`config.mk`:
```
export PLATFORM = sky130hd
export DESIGN_NAME = flit_assembler
export DESIGN_NICKNAME = d
export VERILOG_FILES = /design/src/rtl/flit_assembler.sv
export SDC_FILE = /design/constraint.sdc
export NUM_CORES = 2
export LEC_CHECK = 0
export CAP_MARGIN = 15
export CORE_MARGIN = 10
export CORE_UTILIZATION = 45
export DETAILED_ROUTE_END_ITERATION = 12
export DONT_BUFFER_PORTS = 1
export SETUP_SLACK_MARGIN = 0.2
export SYNTH_ARGS = -nofsm -noshare
export SYNTH_HDL_FRONTEND = slang
export SYNTH_SLANG_ARGS = --single-unit
```
`constraint.sdc`:
```
create_clock -name clk -period 5.12 [get_ports clk]
set_input_delay 0.512 -clock clk [delete_from_list [all_inputs] [get_ports clk]]
set_output_delay 0.512 -clock clk [all_outputs]
set_load 0.01 [all_outputs]
```
`src/rtl/flit_assembler.sv`:
```
// Receive-side flit reassembler: per-source packet slots feeding an output FIFO.
// Optional error counter enabled with `define FLIT_ASM_ERR_CNT_EN.
module flit_assembler #(
    parameter int NODE_ID         = 0,
    parameter int NODE_COUNT      = 8,
    parameter int PACKET_ID_WIDTH = 5,
    parameter int QUEUE_DEPTH     = 8,
    parameter int FLIT_PAYLOAD    = 8,
    parameter int MAX_PAYLOAD     = 64,
    parameter int FLIT_WIDTH      = 28,
    localparam int NW             = $clog2(NODE_COUNT),
    localparam int IDXW           = $clog2(MAX_PAYLOAD / FLIT_PAYLOAD)
) (
    input  logic                       clk,
    input  logic                       rst_n,
    input  logic [FLIT_WIDTH-1:0]      flit_in,
    input  logic                       flit_valid,
    output logic                       flit_ready,
    output logic                       pkt_valid,
    input  logic                       pkt_ready,
    output logic [MAX_PAYLOAD-1:0]     pkt_data,
    output logic [IDXW:0]              pkt_len,
    output logic [NW-1:0]              pkt_src,
    output logic [PACKET_ID_WIDTH-1:0] pkt_id,
    output logic [2:0]                 pkt_type,
    output logic [1:0]                 pkt_width,
    output logic                       err,
    output logic [15:0]                err_count
);
    localparam int PW      = $clog2(QUEUE_DEPTH);
    localparam int SRC_LSB = IDXW;
    localparam int ID_LSB  = SRC_LSB + NW;
    localparam int PL_LSB  = ID_LSB + PACKET_ID_WIDTH;
    localparam int WID_LSB = PL_LSB + FLIT_PAYLOAD;
    localparam int TYP_LSB = WID_LSB + 2;
    localparam int DST_LSB = TYP_LSB + 3;
    localparam int MRK_BIT = DST_LSB + NW;

    localparam logic [2:0] T_DMEM_REQ_READ     = 3'd0;
    localparam logic [2:0] T_DMEM_REQ_WRITE    = 3'd1;
    localparam logic [2:0] T_DMEM_RESP_DATA    = 3'd2;
    localparam logic [2:0] T_DMEM_RESP_WRITTEN = 3'd3;
    localparam logic [2:0] T_DMEM_RESP_BAD     = 3'd4;
    localparam logic [2:0] T_IMEM_REQ_READ     = 3'd5;
    localparam logic [2:0] T_IMEM_RESP_DATA    = 3'd6;
    localparam logic [2:0] T_IMEM_RESP_BAD     = 3'd7;

    typedef enum logic {S_IDLE, S_ASM} slot_state_t;

    // flit fields
    logic                       f_marker;
    logic [NW-1:0]              f_dest;
    logic [2:0]                 f_type;
    logic [1:0]                 f_width;
    logic [FLIT_PAYLOAD-1:0]    f_payload;
    logic [PACKET_ID_WIDTH-1:0] f_id;
    logic [NW-1:0]              f_src;
    logic [IDXW-1:0]            f_idx;

    assign f_marker  = flit_in[MRK_BIT];
    assign f_dest    = flit_in[DST_LSB +: NW];
    assign f_type    = flit_in[TYP_LSB +: 3];
    assign f_width   = flit_in[WID_LSB +: 2];
    assign f_payload = flit_in[PL_LSB +: FLIT_PAYLOAD];
    assign f_id      = flit_in[ID_LSB +: PACKET_ID_WIDTH];
    assign f_src     = flit_in[SRC_LSB +: NW];
    assign f_idx     = flit_in[IDXW-1:0];

    // per-source slot state
    slot_state_t                slot_state_reg [NODE_COUNT];
    logic [IDXW-1:0]            slot_next_reg  [NODE_COUNT];
    logic [IDXW:0]              slot_len_reg   [NODE_COUNT];
    logic [2:0]                 slot_type_reg  [NODE_COUNT];
    logic [1:0]                 slot_width_reg [NODE_COUNT];
    logic [PACKET_ID_WIDTH-1:0] slot_id_reg    [NODE_COUNT];
    logic [MAX_PAYLOAD-1:0]     slot_data_reg  [NODE_COUNT];

    // output FIFO
    logic [MAX_PAYLOAD-1:0]     fifo_data_reg  [QUEUE_DEPTH];
    logic [IDXW:0]              fifo_len_reg   [QUEUE_DEPTH];
    logic [NW-1:0]              fifo_src_reg   [QUEUE_DEPTH];
    logic [PACKET_ID_WIDTH-1:0] fifo_id_reg    [QUEUE_DEPTH];
    logic [2:0]                 fifo_type_reg  [QUEUE_DEPTH];
    logic [1:0]                 fifo_width_reg [QUEUE_DEPTH];
    logic [PW-1:0]              head_reg, tail_reg;
    logic [PW:0]                count_reg;

    logic                   xfer, for_me, pop;
    logic                   dec_ok;
    logic [IDXW:0]          dec_len;
    slot_state_t            cur_state, state_sel_next;
    logic                   do_start, do_append, push, err_set, err_reg;
    logic [MAX_PAYLOAD-1:0] asm_data;
    logic [IDXW:0]          last_idx;
    logic [2:0]             push_type;
    logic [1:0]             push_width;

    assign flit_ready = (count_reg < (PW+1)'(QUEUE_DEPTH)) & rst_n;
    assign xfer       = flit_valid & flit_ready;
    assign for_me     = f_marker & (f_dest == NW'(NODE_ID));
    assign pkt_valid  = (count_reg != '0);
    assign pop        = pkt_valid & pkt_ready;

    // Packet length in flits, decided by the head (idx 0) flit.
    always_comb begin
        dec_ok  = 1'b1;
        dec_len = (IDXW+1)'(1);
        case (f_type)
            T_DMEM_RESP_WRITTEN, T_DMEM_RESP_BAD, T_IMEM_RESP_BAD: dec_len = (IDXW+1)'(1);
            T_DMEM_REQ_READ, T_IMEM_REQ_READ:                      dec_len = (IDXW+1)'(4);
            T_DMEM_REQ_WRITE, T_DMEM_RESP_DATA: begin
                case (f_width)
                    2'b00:   dec_len = (IDXW+1)'(5);
                    2'b01:   dec_len = (IDXW+1)'(6);
                    2'b10:   dec_len = (IDXW+1)'(8);
                    default: dec_ok  = 1'b0;
                endcase
            end
            T_IMEM_RESP_DATA:                                      dec_len = (IDXW+1)'(8);
            default:                                               dec_ok  = 1'b0;
        endcase
    end

    // Slot FSM next-state for the slot addressed by the incoming flit.
    always_comb begin
        cur_state      = slot_state_reg[f_src];
        state_sel_next = cur_state;
        last_idx       = slot_len_reg[f_src] - (IDXW+1)'(1);
        do_start       = 1'b0;
        do_append      = 1'b0;
        push           = 1'b0;
        err_set        = 1'b0;
        if (xfer) begin
            if (!for_me) begin
                err_set = 1'b1;
            end else if (f_idx == '0) begin
                // a fresh head flit always wins over a partial packet
                if (cur_state == S_ASM) err_set = 1'b1;
                if (!dec_ok) begin
                    err_set        = 1'b1;
                    state_sel_next = S_IDLE;
                end else if (dec_len == (IDXW+1)'(1)) begin
                    push           = 1'b1;
                    state_sel_next = S_IDLE;
                end else begin
                    do_start       = 1'b1;
                    state_sel_next = S_ASM;
                end
            end else if (cur_state == S_ASM && f_idx == slot_next_reg[f_src] &&
                         f_id == slot_id_reg[f_src]) begin
                do_append = 1'b1;
                if ({1'b0, f_idx} == last_idx) begin
                    push           = 1'b1;
                    state_sel_next = S_IDLE;
                end
            end else begin
                err_set        = 1'b1;
                state_sel_next = S_IDLE;
            end
        end
    end

    always_comb begin
        asm_data = (f_idx == '0) ? '0 : slot_data_reg[f_src];
        asm_data[int'(f_idx)*FLIT_PAYLOAD +: FLIT_PAYLOAD] = f_payload;
        push_type  = (f_idx == '0) ? f_type  : slot_type_reg[f_src];
        push_width = (f_idx == '0) ? f_width : slot_width_reg[f_src];
    end

    always_ff @(posedge clk or negedge rst_n) begin
        if (!rst_n) begin
            for (int i = 0; i < NODE_COUNT; i++) begin
                slot_state_reg[i] <= S_IDLE;
                slot_next_reg[i]  <= '0;
                slot_len_reg[i]   <= '0;
                slot_type_reg[i]  <= '0;
                slot_width_reg[i] <= '0;
                slot_id_reg[i]    <= '0;
                slot_data_reg[i]  <= '0;
            end
            err_reg <= 1'b0;
        end else begin
            err_reg <= err_set;
            if (xfer && for_me) slot_state_reg[f_src] <= state_sel_next;
            if (do_start) begin
                slot_next_reg[f_src]  <= (IDXW)'(1);
                slot_len_reg[f_src]   <= dec_len;
                slot_type_reg[f_src]  <= f_type;
                slot_width_reg[f_src] <= f_width;
                slot_id_reg[f_src]    <= f_id;
            end
            if (do_append) slot_next_reg[f_src] <= f_idx + (IDXW)'(1);
            if (do_start || do_append) slot_data_reg[f_src] <= asm_data;
        end
    end

    // Head entry is read straight from flops, so pkt_* stay put until popped.
    always_ff @(posedge clk or negedge rst_n) begin
        if (!rst_n) begin
            for (int i = 0; i < QUEUE_DEPTH; i++) begin
                fifo_data_reg[i]  <= '0;
                fifo_len_reg[i]   <= '0;
                fifo_src_reg[i]   <= '0;
                fifo_id_reg[i]    <= '0;
                fifo_type_reg[i]  <= '0;
                fifo_width_reg[i] <= '0;
            end
            head_reg  <= '0;
            tail_reg  <= '0;
            count_reg <= '0;
        end else begin
            if (push) begin
                fifo_data_reg[tail_reg]  <= asm_data;
                fifo_len_reg[tail_reg]   <= {1'b0, f_idx} + (IDXW+1)'(1);
                fifo_src_reg[tail_reg]   <= f_src;
                fifo_id_reg[tail_reg]    <= f_id;
                fifo_type_reg[tail_reg]  <= push_type;
                fifo_width_reg[tail_reg] <= push_width;
                tail_reg                 <= tail_reg + (PW)'(1);
            end
            if (pop) head_reg <= head_reg + (PW)'(1);
            case ({push, pop})
                2'b10:   count_reg <= count_reg + (PW+1)'(1);
                2'b01:   count_reg <= count_reg - (PW+1)'(1);
                default: count_reg <= count_reg;
            endcase
        end
    end

    assign pkt_data  = fifo_data_reg[head_reg];
    assign pkt_len   = fifo_len_reg[head_reg];
    assign pkt_src   = fifo_src_reg[head_reg];
    assign pkt_id    = fifo_id_reg[head_reg];
    assign pkt_type  = fifo_type_reg[head_reg];
    assign pkt_width = fifo_width_reg[head_reg];
    assign err       = err_reg;

`ifdef FLIT_ASM_ERR_CNT_EN
    logic [15:0] err_count_reg;
    always_ff @(posedge clk or negedge rst_n) begin
        if (!rst_n)
            err_count_reg <= '0;
        else if (err_set && err_count_reg != 16'hFFFF)
            err_count_reg <= err_count_reg + 16'd1;
    end
    assign err_count = err_count_reg;
`else
    assign err_count = '0;
`endif

endmodule
```
# Word-level counts from Yosys, hierarchy flattened

Index checks and enable logic that the tools add are counted.
Widths: inputs -> output; s select.

Input port bits: 32
Register bits after elaboration: 1315
Output and inout bits: 100

Magnitude comparators: 6
$add $sub $neg: 8
Bitwise gates (word level): 10
Equality and inequality tests: 15
Muxes and demuxes: 112
Reductions and logical operators: 16
Shift-type cells: 2

Operator list:

| operator                | number |
|---|---|
| $bwmux 512              | 2 |
| $mux 64                 | 7 |
| $bmux 64 s3             | 2 |
| $demux 64 s3            | 2 |
| $bwmux 24               | 4 |
| $bwmux 40               | 2 |
| $bwmux 32               | 2 |
| $bwmux 64               | 1 |
| $shift 8x33->64 const A | 1 |
| $shiftx 8x33->64        | 1 |
| $mux 24                 | 2 |
| $bmux 3 s3              | 4 |
| $mux 3                  | 11 |
| $neg 6->33              | 1 |
| $bwmux 16               | 2 |
| $mux 1                  | 32 |
| $bmux 5 s3              | 2 |
| $demux 5 s3             | 2 |
| $mux 5                  | 6 |
| $bmux 4 s3              | 2 |
| $demux 4 s3             | 2 |
| $mux 4                  | 6 |
| $demux 3 s3             | 2 |
| $and 16x16->16          | 1 |
| other kinds (37)        | 70 |

# Logic depth before layout (Yosys ltp)

Depth in word-level cells: 13
Depth in mapped cells: 22
Mapped depth without buffers: 17

# Least setup slack after synthesis

Ideal clock, no wire load.

Kind: input port to flip-flop
Start point: input port flit_in[4]
End point: register count_reg[3]
Path slack: 578 ps
Setup time: 125 ps
Stages on the path: 22
Arrival time: 4417 ps
Path through: clkbuf_4 buf_6 buf_6 buf_2 buf_2 buf_1 clkbuf_1 a21oi_1 ha_1 xor2_1 xnor2_1 nor2_1 a31oi_4 nor2_1 inv_1 ha_1 ha_1 a21o_1 a21oi_1 xnor2_1 nor2_1 xor2_1

Cells in the longest elaborated chain, start to end: 13
Elaborated cells on any way between the ends: 28
Those cells by class: add/sub: 1; eq/ne: 5; mux: 18; bitwise: 1; reduce/logical: 3

Ends and longest elaborated chain:

| element                                                              | RTL line | source |
|---|---|---|
| start: declaration                                                   | 16       | `input logic [FLIT_WIDTH-1:0] flit_in,` |
| $not 3->4 (not written as such) *                                    | -        |  |
| $bmux 4 s3 or $bmux 3 s3 (tied branches)                             | 128, 149 |  |
| $mux 4 (not written as such) or $mux 3 (tied branches) (2 in series) | 128, 149 |  |
| $sub 4x1->4 or $eq 3x3->1 (tied branches)                            | 128, 149 |  |
| $eq 3x4->1 or $logic_and 1x1->1 (tied branches)                      | 152, 149 |  |
| $mux 1 or $logic_and 1x1->1 (tied branches)                          | 152, 149 |  |
| $mux 1 *                                                             | 149      | `end else if (cur_state == S_ASM && f_idx == slot_next_reg[f_src] &&` |
| $mux 1 *                                                             | 136      | `end else if (f_idx == '0) begin` |
| $mux 1 *                                                             | 134      | `if (!for_me) begin` |
| $mux 1 *                                                             | 133      | `if (xfer) begin` |
| $eq 2x1->1 or $eq 2x2->1 (tied branches)                             | 222      | `case ({push, pop})` |
| $pmux 4 s2 or $reduce_bool 2->1 (tied branches)                      | -        |  |
| end signal: assignment                                               | 223      | `2'b10: count_reg <= count_reg + (PW+1)'(1);` |
| end signal: assignment                                               | 224      | `2'b01: count_reg <= count_reg - (PW+1)'(1);` |
| end signal: assignment                                               | 225      | `default: count_reg <= count_reg;` |
| end: declaration                                                     | 86       | `logic [PW:0] count_reg;` |

Mark *: on every way between the ends. The rest lies on a longest branch, timed or not. The select of a mux whose other input is x is not followed.
A chain may end at the register's enable or synchronous reset.

# Worst setup path after layout

Start point: input port rst_n
End point: register fifo_data_reg[40] (netlist bit)

Cells in the longest elaborated chain, start to end: 3

Ends and longest elaborated chain:

| element                        | RTL line | source |
|---|---|---|
| start: declaration             | 15       | `input logic rst_n,` |
| $and 1x1->1                    | 98       | `assign flit_ready = (count_reg < (PW+1)'(QUEUE_DEPTH)) & rst_n;` |
| via flit_ready                 | 18       | `output logic flit_ready,` |
| $and 1x1->1                    | 99       | `assign xfer = flit_valid & flit_ready;` |
| $mux 1                         | 133      |  |
| end signal: indexed assignment | 213      | `fifo_data_reg[tail_reg] <= asm_data;` |
| end: declaration               | 79       | `logic [MAX_PAYLOAD-1:0] fifo_data_reg [QUEUE_DEPTH];` |

The timed path passes the listed nets, and every way through them passes these cells.

==> impl_metrics.yaml <==
timing:
  tns_ns: 0
  slew_headroom_pct: 4.16
  clock-skew-final_ns: 0.0360
  drv_slew: 0
  finalSetupViolCount: 0
  final_hold_viol_count: 0
  worstMarginPinSlew_ns: 1.44
  rsz0062_at_grt: "no"
  fin_crit_sh_pct: 82.9
  fmax_mhz: 236
  finalCriticalPeriod_ns: 4.24
die:
  rows: 135
  die_y_um: 388
  io_pins: 132
  core_region_area_sq_mm: 0.135
  die_w_um: 388
  start_util_pct: 45.2
  die_area_sq_mm: 0.151
drt:
  ant_nets: 0
  vias: 37750
  drcViolationCount: 0
  detail_route.wl_per_cell_um: 24.5
  drt-pass1-iter-count: 5
  drtIter0Drc: 2892
  wl_um: 160000
  viasPerCell: 5.77
clocking:
  root_buffer: "clkbuf_16"
  cts_buffers: 140
  post_cts_buffers: 0
  cts_tree: "done"
  clock_latency_ns: 0.78
  cts.path.max_buffers: 3
  path_clk_slew_ns: 0.06
  ctsHtreeMaxLevel: 4
  ctsResizeCount: 0
  cts_sinks: 1315
synthesis:
  synth-simple-area-share_pct: 6.03
  syn-cell-area_sq_mm: 0.0610
  synth_adder_area_share_pct: 0.300
  ys_warn_count: 0
  syn_area_per_cell_sq_um: 12.8
  synth_edf_count: 0
  ys_ff_latch: 1315
  syn_inst: 4753
  synthFlopType: "dfrtp_1"
  synth_top_family_by_area: "multiplexers"
  yosysSeqAreaShare_pct: 54.0
  synth_cell_types: 70
  synth_compound_area_share_pct: 9.65
  synth_xor_area_share_pct: 0.273
  synthArstFlopShare_pct: 100
  synth.area.mux_share_pct: 25.9
worst_setup_path:
  arrival_ns: 4.87
  ff2ff_setup_slack_ns: 1.02
  rr_worst_depth: 11
  endpoint_kind: "flop"
  cp-startpoint: "rst_n"
  worstReg2RegStart: "slot_len_reg[25]"
  startpoint_type: "primary input"
  reg2reg_to: "fifo_data_reg[40]"
  path_class: "in -> reg"
  crit_fanout: 106
  crit_required_ns: 5.75
  critPathCapture: "fifo_data_reg[40]"
global_routing:
  grt_use_total_pct: 21.1
  grt_pass1_vias: 38575
  antenna_found_initial: 5
  overflow: 0
  grt_first_pass_wirelength_um: 247000
  grt_start_max_net_pins: 281
finish:
  synthToLayoutAreaGrowth_pct: 10.4
  fin_nets: 4698
  drive_above_1_share_pct: 29.6
  fill_cells: 11589
  stdcell_area_sq_mm: 0.0673
placed_design:
  dp_hpwl_um: 91000
  io_buffers: 0
  gp_congestion: 0.759
  post_dp_cell_area_sq_mm: 0.0624
flow_run:
  drv_cap: 0
outcome:
  outcome: "finished, final reports clean"
pwr:
  irDropWorstVdd_mv: 0.300
  leakagePower_nw: 32.0
  powerDensity_mw_per_mm2: 345
worst_hold_path:
  holdPathStages: 2
  min_path_type: "in -> reg"
## metrics by stage
step                      hold slack, ns  instances  setup WS [ns]  power [mW]  utilization [%]
after floorplan                    0.216       4768          0.578        12.4                -
after global placement             0.227       6266          0.838        13.3             46.2
after detailed placement           0.227       6267          0.768        13.3             46.3
after CTS                         0.0356       6534          0.443        23.5             49.8
after global routing              0.0760       6539          0.375        24.1             49.9
final                             0.0909       6540          0.877        23.3             49.9
## area by class of cell
type	count	area [sq um]	area share [%]
diodes	1	2.50	0.00372
clock buffers	212	4260	6.33
clock inverters	36	330	0.491
inverters	21	78.8	0.117
multi-input cells	3018	25900	38.5
flip-flops and latches	1315	32900	48.9
well taps	1781	2230	3.31
repair buffers	156	1590	2.37
## critical path, stage by stage
cell and delay (ns):
dlygate4sd3_1 0.64, buf_16 0.44, buf_16 0.43, nor2b_1 0.43, nand3_1 0.55, or4_4 1.03, buf_12 0.35, mux2_4 0.34
## synth_stat cells, drive strengths merged, types with 18 or more instances
master | instances | area (sq um)
mux2 | 857 | 10900
nand2 | 596 | 2240
a211oi | 36 | 270
a21oi | 96 | 480
o21ai | 562 | 2820
a211o | 22 | 193
dfrtp | 1315 | 32900
buf | 163 | 1320
clkbuf | 251 | 946
a22oi | 106 | 796
a22o | 32 | 280
inv | 21 | 78.8
nor2 | 150 | 563
nor3 | 24 | 120
mux4 | 185 | 4170
mux2i | 79 | 791
a221oi | 34 | 298
a21o | 18 | 135
## report_power, final
group | leakage, nW | internal, mW | switching (mW) | total [mW]
Clock | 2.26 | 5.94 | 4.21 | 10.1
Sequential | 18.3 | 10.5 | 0.328 | 10.8
Combinational | 11.4 | 0.946 | 1.38 | 2.32
Total | 32.0 | 17.3 | 5.91 | 23.3
## metal layers
| metal | track usage [%] | share of wire [%] |
|---|---|---|
| met2 | 32.6 | 46 |
| met1 | 29.6 | 46 |
| met3 | 4.26 | 5.8 |
| met4 | 6.78 | 2.9 |
| met5 | 0 | 0.0081 |
## worst min-delay path by stage
| stage | from | end |
|---|---|---|
| global route | flit_in[5] | slot_state_reg[5] |
| CTS | flit_in[5] | slot_state_reg[5] |
| finish | flit_in[13] | slot_data_reg[450] |
| floorplan | rst_n | count_reg[0] |
| detailed placement | rst_n | slot_len_reg[27] |
| global placement | rst_n | slot_len_reg[27] |
## cell families (layout without fill, tap and decap cells)
family / count (synthesis) / in the layout
AOI/OAI and AO/OA: 973 / 973
buffers and inverters: 435 / 425
and+or+nand+nor: 875 / 875
DFF: 1315 / 1315
other: 1 / 17
adders and majority gates: 14 / 14
xor gates and xnor gates: 19 / 19
muxes: 1121 / 1121
## what timing repair did
item / in CTS / in global routing
setup endpoints to repair: 0 / 32
endpoints found under the hold margin: 517 / 0
hold buffers: 19 / 0
## cell usage in the layout (no fill, tap or decap), types with 79 or more instances in the layout
cell and n:
mux2i_1 79, nor2_1 147, mux2_2 501, nand2_1 596, a22oi_1 106, buf_4 111, mux4_2 185, a21oi_1 96
mux2_4 322, o21ai_0 560, dfrtp_1 1312, clkbuf_16 147
Power figures use the tool's default switching activity.
